## src/rtl/i2c_reg_bank.sv

```systemverilog
// Register bank behind the I2C slave byte interface: control regs with write strobes,
// status regs (sticky W1C when REGIF_STICKY_STAT_EN is defined, else live-registered), version + scratch at 0xFC-0xFF.
`timescale 1ns/1ps

`ifndef FW_BUILD_VERSION
`define FW_BUILD_VERSION 8'h2A
`endif
`ifndef FW_MINOR_VERSION
`define FW_MINOR_VERSION 8'h03
`endif
`ifndef FW_MAJOR_VERSION
`define FW_MAJOR_VERSION 8'h01
`endif

module i2c_reg_bank #(
  parameter int                    NUM_CTRL   = 4,
  parameter logic [7:0]            CTRL_BASE  = 8'h00,
  parameter logic [8*NUM_CTRL-1:0] CTRL_RESET = {8*NUM_CTRL{1'b0}},
  parameter int                    NUM_STAT   = 4,
  parameter logic [7:0]            STAT_BASE  = 8'h40
) (
  input  logic                    clk,
  input  logic                    rst,
  input  logic [7:0]              addr,
  input  logic [7:0]              dataIn,
  input  logic                    writeEn,
  output logic [7:0]              dataOut,
  output logic [8*NUM_CTRL-1:0]   ctrl_out,
  output logic [NUM_CTRL-1:0]     ctrl_wr_stb,
  input  logic [8*NUM_STAT-1:0]   stat_in,
  output logic                    stat_pend
);

  localparam int CtrlLast = int'(CTRL_BASE) + NUM_CTRL - 1;
  localparam int StatLast = int'(STAT_BASE) + NUM_STAT - 1;
  localparam bit CfgBad = (NUM_CTRL < 1) || (NUM_CTRL > 64) || (NUM_STAT < 1) || (NUM_STAT > 64) ||
                          (CtrlLast > 251) || (StatLast > 251) ||
                          !((CtrlLast < int'(STAT_BASE)) || (StatLast < int'(CTRL_BASE)));

  generate
    if (CfgBad) begin : gCfgError
      $error("i2c_reg_bank: control/status ranges overlap, wrap, or hit 0xFC-0xFF");
    end
  endgenerate

  logic [7:0]          ctrlReg [NUM_CTRL];
  logic [7:0]          statReg [NUM_STAT];
  logic [NUM_CTRL-1:0] ctrlHit;
  logic [NUM_CTRL-1:0] ctrlStbReg;
  logic [NUM_STAT-1:0] statHit;
  logic [NUM_STAT-1:0] statNonZero;
  logic [7:0]          scratchReg;
  logic [7:0]          dataOutReg;
  logic [7:0]          readData;

  genvar gi;
  generate
    for (gi = 0; gi < NUM_CTRL; gi++) begin : gCtrl
      assign ctrlHit[gi]            = (addr == 8'(int'(CTRL_BASE) + gi));
      assign ctrl_out[8*gi +: 8]    = ctrlReg[gi];
    end
    for (gi = 0; gi < NUM_STAT; gi++) begin : gStat
      assign statHit[gi]     = (addr == 8'(int'(STAT_BASE) + gi));
      assign statNonZero[gi] = |statReg[gi];
    end
  endgenerate

  assign stat_pend   = |statNonZero;
  assign ctrl_wr_stb = ctrlStbReg;
  assign dataOut     = dataOutReg;

  // Decoded ranges never overlap, so at most one source matches.
  always_comb begin
    readData = 8'h00;
    for (int i = 0; i < NUM_CTRL; i++) begin
      if (ctrlHit[i]) readData = ctrlReg[i];
    end
    for (int j = 0; j < NUM_STAT; j++) begin
      if (statHit[j]) readData = statReg[j];
    end
    case (addr)
      8'hFC:   readData = `FW_BUILD_VERSION;
      8'hFD:   readData = `FW_MINOR_VERSION;
      8'hFE:   readData = `FW_MAJOR_VERSION;
      8'hFF:   readData = scratchReg;
      default: ;
    endcase
  end

  always_ff @(posedge clk) begin
    if (rst) begin
      for (int i = 0; i < NUM_CTRL; i++) ctrlReg[i] <= CTRL_RESET[8*i +: 8];
      for (int j = 0; j < NUM_STAT; j++) statReg[j] <= 8'h00;
      ctrlStbReg <= '0;
      scratchReg <= 8'h00;
      dataOutReg <= 8'h00;
    end else begin
      dataOutReg <= readData;
      ctrlStbReg <= writeEn ? ctrlHit : '0;
      for (int i = 0; i < NUM_CTRL; i++) begin
        if (writeEn && ctrlHit[i]) ctrlReg[i] <= dataIn;
      end
      for (int j = 0; j < NUM_STAT; j++) begin
`ifdef REGIF_STICKY_STAT_EN
        // New events are ORed in after the clear so a simultaneous set wins.
        statReg[j] <= (statReg[j] & ~((writeEn && statHit[j]) ? dataIn : 8'h00)) | stat_in[8*j +: 8];
`else
        statReg[j] <= stat_in[8*j +: 8];
`endif
      end
      if (writeEn && (addr == 8'hFF)) scratchReg <= dataIn;
    end
  end

endmodule

```

## config.mk

```make
export PLATFORM = sky130hd
export DESIGN_NAME = i2c_reg_bank
export DESIGN_NICKNAME = d
export VERILOG_FILES = /design/src/rtl/i2c_reg_bank.sv
export SDC_FILE = /design/constraint.sdc
export NUM_CORES = 1
export LEC_CHECK = 0
export ABC_AREA = 1
export CELL_PAD_IN_SITES_DETAIL_PLACEMENT = 0
export CELL_PAD_IN_SITES_GLOBAL_PLACEMENT = 1
export CORE_ASPECT_RATIO = 0.8
export CORE_MARGIN = 4
export CORE_UTILIZATION = 38
export DETAILED_ROUTE_END_ITERATION = 12
export PLACE_DENSITY = 0.95
export RECOVER_POWER = 25
export SLEW_MARGIN = 10
export SYNTH_ARGS = -nofsm -noshare
export SYNTH_HDL_FRONTEND = slang
export SYNTH_SLANG_ARGS = --single-unit
```

## constraint.sdc

```tcl
create_clock -name clk -period 3.6 [get_ports clk]
set_clock_uncertainty 0.2 [all_clocks]
set_input_delay 0.72 -clock clk [delete_from_list [all_inputs] [get_ports clk]]
set_output_delay 0.72 -clock clk [all_outputs]
set_load 0.02 [all_outputs]
```

; Yosys cells after proc, flatten, opt, wreduce, memory -nomap -nowiden
; Memories as Yosys holds them, arrays and structs flattened.
; Cells that the tools add are included.
[classes]
eq_ne = 11
n_mux = 32
bitwise_logic = 9
reduce_logical = 8
[op_table]
columns = op, n
row1 = two-way mux 8 bit, 16
row2 = equality test 8 x 7 -> 1 bit (second input constant), 4
row3 = equality test 8 bit (second input constant), 4
row4 = one-hot mux 8 bit (4 select lines), 1
row5 = OR reduction 32 bit, 1
row6 = equality test 8 x 2 -> 1 bit (second input constant), 2
row7 = two-way mux 1 bit, 15
row8 = equality test 8 x 1 -> 1 bit (second input constant), 1
row9 = zero test 8 bit, 1
row10 = OR 1 bit, 8
row11 = logical AND 1 bit, 5
row12 = OR reduction 2 bit, 1
row13 = inverter 1 bit, 1
[totals]
reg_bits = 20
mem_bits_rw = 64
inputBits = 51
out_inout_bits = 45
word_cells = 65
memories = 2
[memory_table]
columns = memory, depth, width, rd, rd_ports_with_merged_regs, write_ports, line_no
row1 = ctrlReg, 4, 8, 4, 0, 4, 46  ; logic [7:0] ctrlReg [NUM_CTRL];
row2 = statReg, 4, 8, 4, 0, 4, 47  ; logic [7:0] statReg [NUM_STAT];

; Depth between registers and ports, before layout
[depth]
ltp_word = 10
mapped_depth = 12
ltp_nobuf = 11

; Least setup slack after synthesis
; OpenSTA, ideal clock, no wires.
[synth_timing]
kind = input to register
startpoint = in addr[0]
endpoint = mem ctrlReg[0][0], enable pin
setup_ps = 384
arrival_time_ps = 1879
required_time_ps = 3016
setup_slack_ps = 1137
path_stages = 5
path_buffers = 0
path_cell_list = nor2_1 > nand2_2 > nor2_4 > inv_2 > o21ai_0
[synth_rtl]
columns = item, line_no
row1 = from (decl), 24  ; input logic [7:0] addr,
row2 = to (decl), 46

==> impl_metrics.csv <==
group,metric,value,unit
status,status,"completed",
placement,gp_congestion,0.888,
yosys,syn-cell-area,0.00364,mm²
yosys,synth_flop_cell,"dfxtp_1",
yosys,synth-seq-cells,84,
clocking,postCtsHoldBufs,0,
clocking,cts.sinks,84,
drt,route.vias.total,3243,
job,maxCapViolCount,0,
yosys,yosysTopAreaCell,"dfxtp_1",
layout,drive_gt1_share,9.87,%
clocking,post-cts-setup-buffer-count,0,
drt,postRouteAntennaNets,0,
yosys,yosys.area_share.simple,31.9,%
floorplanning,die_height,95.5,µm
drt,first_pass_iters,5,
yosys,synth_compound_area_share,2.61,%
sta,drv_slew,0,
yosys,synth-edff-count,32,
drt,wl_per_cell,15.5,µm
global_routing,overflow,0,
global_routing,track_usage,19.0,%
power_and_ir_drop,finalPower,2.14,mW
floorplanning,die-area,0.0112,mm²
worst_setup_path,worstReg2RegEnd,"dataOut[4]",
sta,finalHoldViolations,0,
floorplanning,std_cell_rows,31,
worst_setup_path,end_kind,"primary output",
power_and_ir_drop,ir_drop,0.254,mV
global_routing,grt_pass1_vias,3264,
floorplanning,dieWidth,117,µm
global_routing,antenna_found_initial,0,
global_routing,grt_max_degree,42,
yosys,post-synth-top-count-cell,"nor2_1",
clocking,cts_buffer_depth,2,
drt,drc,0,
yosys,synth_common_cells,"nor2_1 (86), nand2_1 (80), inv_1 (75)",
power_and_ir_drop,p_per_area,430,mW/mm²
layout,final_nets,593,
worst_setup_path,path_max_fanout,2,
worst_setup_path,arrival,2100,ps
floorplanning,start_util,39.6,%
placement,dpl_worst_slack,389,ps
worst_setup_path,crit_start,"statReg[3][2]",
floorplanning,io-pin-count,96,
yosys,synthAdderAreaFrac,0,%
global_routing,grt_pass1_wl,16400,µm
drt,vias_per_cell,4.90,
layout,area_growth,36.7,%
yosys,ys.warnings.count,0,
yosys,synth_area_leaders,"dfxtp_1 (29%), edfxtp_1 (26%), nor2_1 (8.9%), nand2_1 (8.3%), inv_1 (7.7%)",
sta,rsz0062_at_grt,"no",
sta,tightest_slew,1070,ps
clocking,root_buffer,"clkbuf_16",
min_path,worstHoldStart,"scratchReg[1]",
clocking,post_cts_resized,0,
worst_setup_path,crit_end,"stat_pend",
layout,insertedDiodeCount,0,
worst_setup_path,crit_path_start_kind,"flop",
worst_setup_path,rrSetupSlack,2140,ps
clocking,cts_tree,"built",
yosys,synth_xor_area_share,0,%
worst_setup_path,ff2ff_path_depth,8,
clocking,cts_made_buffers,9,
drt,wl,10300,µm
sta,final.setup.tns,0,ps
worst_setup_path,required,2680,ps
sta,min_period,3020,ps
yosys,syn_avg_cell_area,8.25,µm²
yosys,ys_async_sr_fraction,0,%
floorplanning,coreArea,0.00919,mm²
placement,post-dp-hpwl,7930,µm
clocking,cts.clk_slew.worst_paths,60,ps
yosys,netlist_instances,441,
sta,setup_slack,575,ps
sta,worst_hold_slack,264,ps
yosys,synth_cell_types,28,
yosys,muxShareOfSynthArea,0,%
worst_setup_path,rr_startpoint,"ctrlReg[1][4]",
sta,relSlewSlack,28.0,%
worst_setup_path,worst-setup-path-type,"flop to primary output",
min_path,min_path_type,"flop to flop",
yosys,yosysSeqAreaShare,55.0,%
sta,post-route-period-util,84.0,%
yosys,synth_top_cell_area_share,28.6,%
yosys,synth_fp_nets,492,
clocking,clk_latency,340,ps
yosys,synth_top_family_by_area,"simple AND/OR/NAND/NOR gates",
power_and_ir_drop,p_leak,2.23,nW
clocking,cts_max_level,3,
sta,fmax,331,MHz
drt,drt_iter0_drc,275,
sta,final-setup-viol-count,0,
placement,portBuffers,95,
[cells by family after synthesis]
group | after synthesis
AOI/OAI and AO/OA | 18
buffers and inverters | 94
DFF | 84
and+or+nand+nor | 245
[state kept, by name, summed over array words and instances, names as in the netlist]
| register | cells |
|---|---|
| ctrlReg | 32 |
| scratchReg | 8 |
| dataOut | 8 |
| statReg | 32 |
| ctrl_wr_stb | 4 |
[critical path, cell delays in order (launching register included)]
cell             delay [ps]
dfxtp_1                 310
nor4_1                  390
nand4_1                 190
or2_2                   330
clkdlybuf4s50_1         540
[layer usage]
layer | global-route usage (%) | vias to the layer above | part of all wire (%)
met5 | 0 | - | 0
met4 | 5.76 | 0 | 1.8
met3 | 5.16 | 18 | 7.6
met2 | 31.5 | 144 | 45
met1 | 24.6 | 1517 | 45
li1 | - | 1564 | -
[worst min path at each step]
| stage | end | cells past startpoint |
|---|---|---|
| finish | scratchReg[1] | 2 |
| global route | scratchReg[1] | 2 |
| CTS | scratchReg[3] | 2 |
| detailed placement | scratchReg[3] | 2 |
| global placement | scratchReg[5] | 2 |
| floorplan | scratchReg[1] | 2 |
[final cells by class]
type	instances	area, µm²
Clock buffer	11	254
Clock inverter	5	33.8
Fill cell	836	4220
Inverter	86	327
Multi-Input combinational cell	263	1240
Sequential cell	84	2000
Tap cell	115	144
Timing Repair Buffer	98	973
[power breakdown]
| part | switching, mW | internal, mW | total (mW) |
|---|---|---|---|
| Clock | 0.372 | 0.509 | 0.882 |
| Combinational | 0.108 | 0.100 | 0.208 |
| Sequential | 0.0250 | 1.02 | 1.05 |
| Total | 0.506 | 1.63 | 2.14 |
[stage by stage]
| stage | utilization, % | instances | area [µm²] |
|---|---|---|---|
| floorplan | - | 441 | 3640 |
| global placement | 51.2 | 646 | 4700 |
| detailed placement | 51.2 | 646 | 4700 |
| CTS | 54.3 | 662 | 4990 |
| global route | 54.1 | 662 | 4970 |
| finish | 54.1 | 662 | 4970 |
[cells in the final DEF (no fill, tap or decap), drive strengths merged]
cell type and count:
nand2 90, clkdlybuf4s50 89, a21oi 8, inv 86, nor3 5, nand3 29
nand4 11, o21a 2, edfxtp 32, o21ai 8, clkinv 4, clkbuf 11
dfxtp 52, clkinvlp 1, nor4 8, or2 9, buf 3, dlygate4sd3 6
nor2 93
Power figures use the tool's default switching activity.
==> RTL change: new RTL, same settings <==
Put a register stage on the output `ctrl_out`, with the module's reset. The value now appears one clock later. The other outputs are not delayed to match.
--- a/src/rtl/i2c_reg_bank.sv
+++ b/src/rtl/i2c_reg_bank.sv
@@ -37,6 +37,8 @@
                           (CtrlLast > 251) || (StatLast > 251) ||
                           !((CtrlLast < int'(STAT_BASE)) || (StatLast < int'(CTRL_BASE)));
 
+  logic [8*NUM_CTRL-1:0] ctrl_d;
+
   generate
     if (CfgBad) begin : gCfgError
       $error("i2c_reg_bank: control/status ranges overlap, wrap, or hit 0xFC-0xFF");
@@ -57,7 +59,7 @@
   generate
     for (gi = 0; gi < NUM_CTRL; gi++) begin : gCtrl
       assign ctrlHit[gi]            = (addr == 8'(int'(CTRL_BASE) + gi));
-      assign ctrl_out[8*gi +: 8]    = ctrlReg[gi];
+      assign ctrl_d[8*gi +: 8]    = ctrlReg[gi];
     end
     for (gi = 0; gi < NUM_STAT; gi++) begin : gStat
       assign statHit[gi]     = (addr == 8'(int'(STAT_BASE) + gi));
@@ -112,5 +114,13 @@
     end
   end
 
+  always_ff @(posedge clk) begin
+    if (rst) begin
+      ctrl_out <= '0;
+    end else begin
+      ctrl_out <= ctrl_d;
+    end
+  end
+
 endmodule
 
Function: changed (Yosys sat finds a counterexample within 4 cycles, from zero or initial values and one cycle with rst high).
==> RTL change against the original RTL <==
The run now ends with max-capacitance violations, max-slew violations left. Global-route usage decreased by 2.7 points. Sequential cell count rose by 32. Cell area up 23%. Sequential share of layout area up 2.8 points. Non-clock buffer count grew 3. Setup slack better by 0.10 ns. Synthesized area is 24% higher. Count of clock-buffer cells in the layout grew 14. Wire length is 6.8% higher. Cell count up 21%. Combinational power grew 10%. First-iteration DRC count rose by 18%. Total power rose by 47%. Sequential power up 36%. Critical path type unchanged. Largest cell class unchanged.
==> RTL change: results (changes against the original RTL) <==
Layout
  • Largest regs: ctrlReg (32), ctrl_out (32), statReg (32) (was ctrlReg (32), statReg (32))
  • Nets: 692 (was 593)
  • Fillers: 1080 (was 836)
  • Final std cells w/o fill: 801 (was 662)
  • Share of layout cells above drive strength 1: 0.106 (was 0.0987)

Synthesis
  • Top cells by area, synth: dfxtp_1 37%, edfxtp_1 21%, nor2_1 9.8%, inv_1 8.3%, nand2_1 6.7% (was dfxtp_1 29%, edfxtp_1 26%, nor2_1 8.9%, nand2_1 8.3%, inv_1 7.7%)
  • Mean post-synth cell area: 8.45 um^2 (was 8.25 um^2)
  • Post-Synthesis Net Count: 584 (was 492)
  • Sequential share of the synthesized area: 0.587 (was 0.550)
  • Synth cell types: 27 (was 28)

Routing
  • 1st-iter DRT viols: 325 (was 275)
  • Avg WL per Cell: 13.7 um (was 15.5 um)
  • Routed wl met2: 4880 um (was 4660 um)

Placement
  • Placed insts: 770 (was 646)
  • DP Worst Slack: 0.924 ns (was 0.389 ns)
  • Placer congestion estimate: 0.956 (was 0.888)
  • HPWL Detailed: 8450 um (was 7930 um)

Power and ir drop
  • Clk power: 1.50 mW (was 0.882 mW)
  • Leak pwr: 2.80 nW (was 2.23 nW)
  • Worst vdd ir: 0.000335 V (was 0.000254 V)
  • Internal power: 2.48 mW (was 1.63 mW)
  • Comb pwr share: 0.072 (was 0.097)

Global routing
  • Grt met1 use: 0.214 (was 0.246)
  • GRT Overall Usage: 0.163 (was 0.190)

Clocking
  • Htree depth: 4 (was 3)
  • Cts bufs inserted: 17 (was 9)
  • Worst-skew pair later-pin latency: 0.41 ns (was 0.34 ns)

Run status
  • Outcome: complete, but fails checks (was complete, no violations)
  • Failing checks: max-capacitance violations, max-slew violations

STA
  • Worst hold slack: 0.249 ns (was 0.264 ns)
  • Final Slew Violations: 42 (was 0)
  • Min Tclk post-route: 2.92 ns (was 3.02 ns)

Flow run
  • Maxcap violations: 1 (was 0)
-- RTL change: changes by cell type after synthesis, sizes merged --
cell    before  now
buf          7    4
clkbuf       1    8
dfxtp       52   84
inv         85  109
nor2        93  125
-- RTL change: layout make-up --
| class | instances | share of cell area |
|---|---|---|
| clock buffers | 25 | 0.0775 |
| clock inverters | 6 | 0.00898 |
| inverters | 110 | 0.0679 |
| multi-input cells | 295 | 0.224 |
| flip-flops and latches | 116 | 0.431 |
| well taps | 148 | 0.0302 |
| repair buffers | 101 | 0.160 |
-- RTL change: cells by family (layout without fill, tap and decap cells) --
group                  after synthesis  in the layout  synth area share
DFF                                116            116             0.587
and+or+nand+nor                    277            277             0.284
AOI/OAI and AO/OA                   18             18            0.0211
buffers and inverters              122            242             0.108
-- RTL change: worst register-to-register path, delay by kind of cell, from the launching register on --
family        cells  cell delay [ns]
buf+inv           1             0.04
flops             1             0.43
simple gates      7             0.75
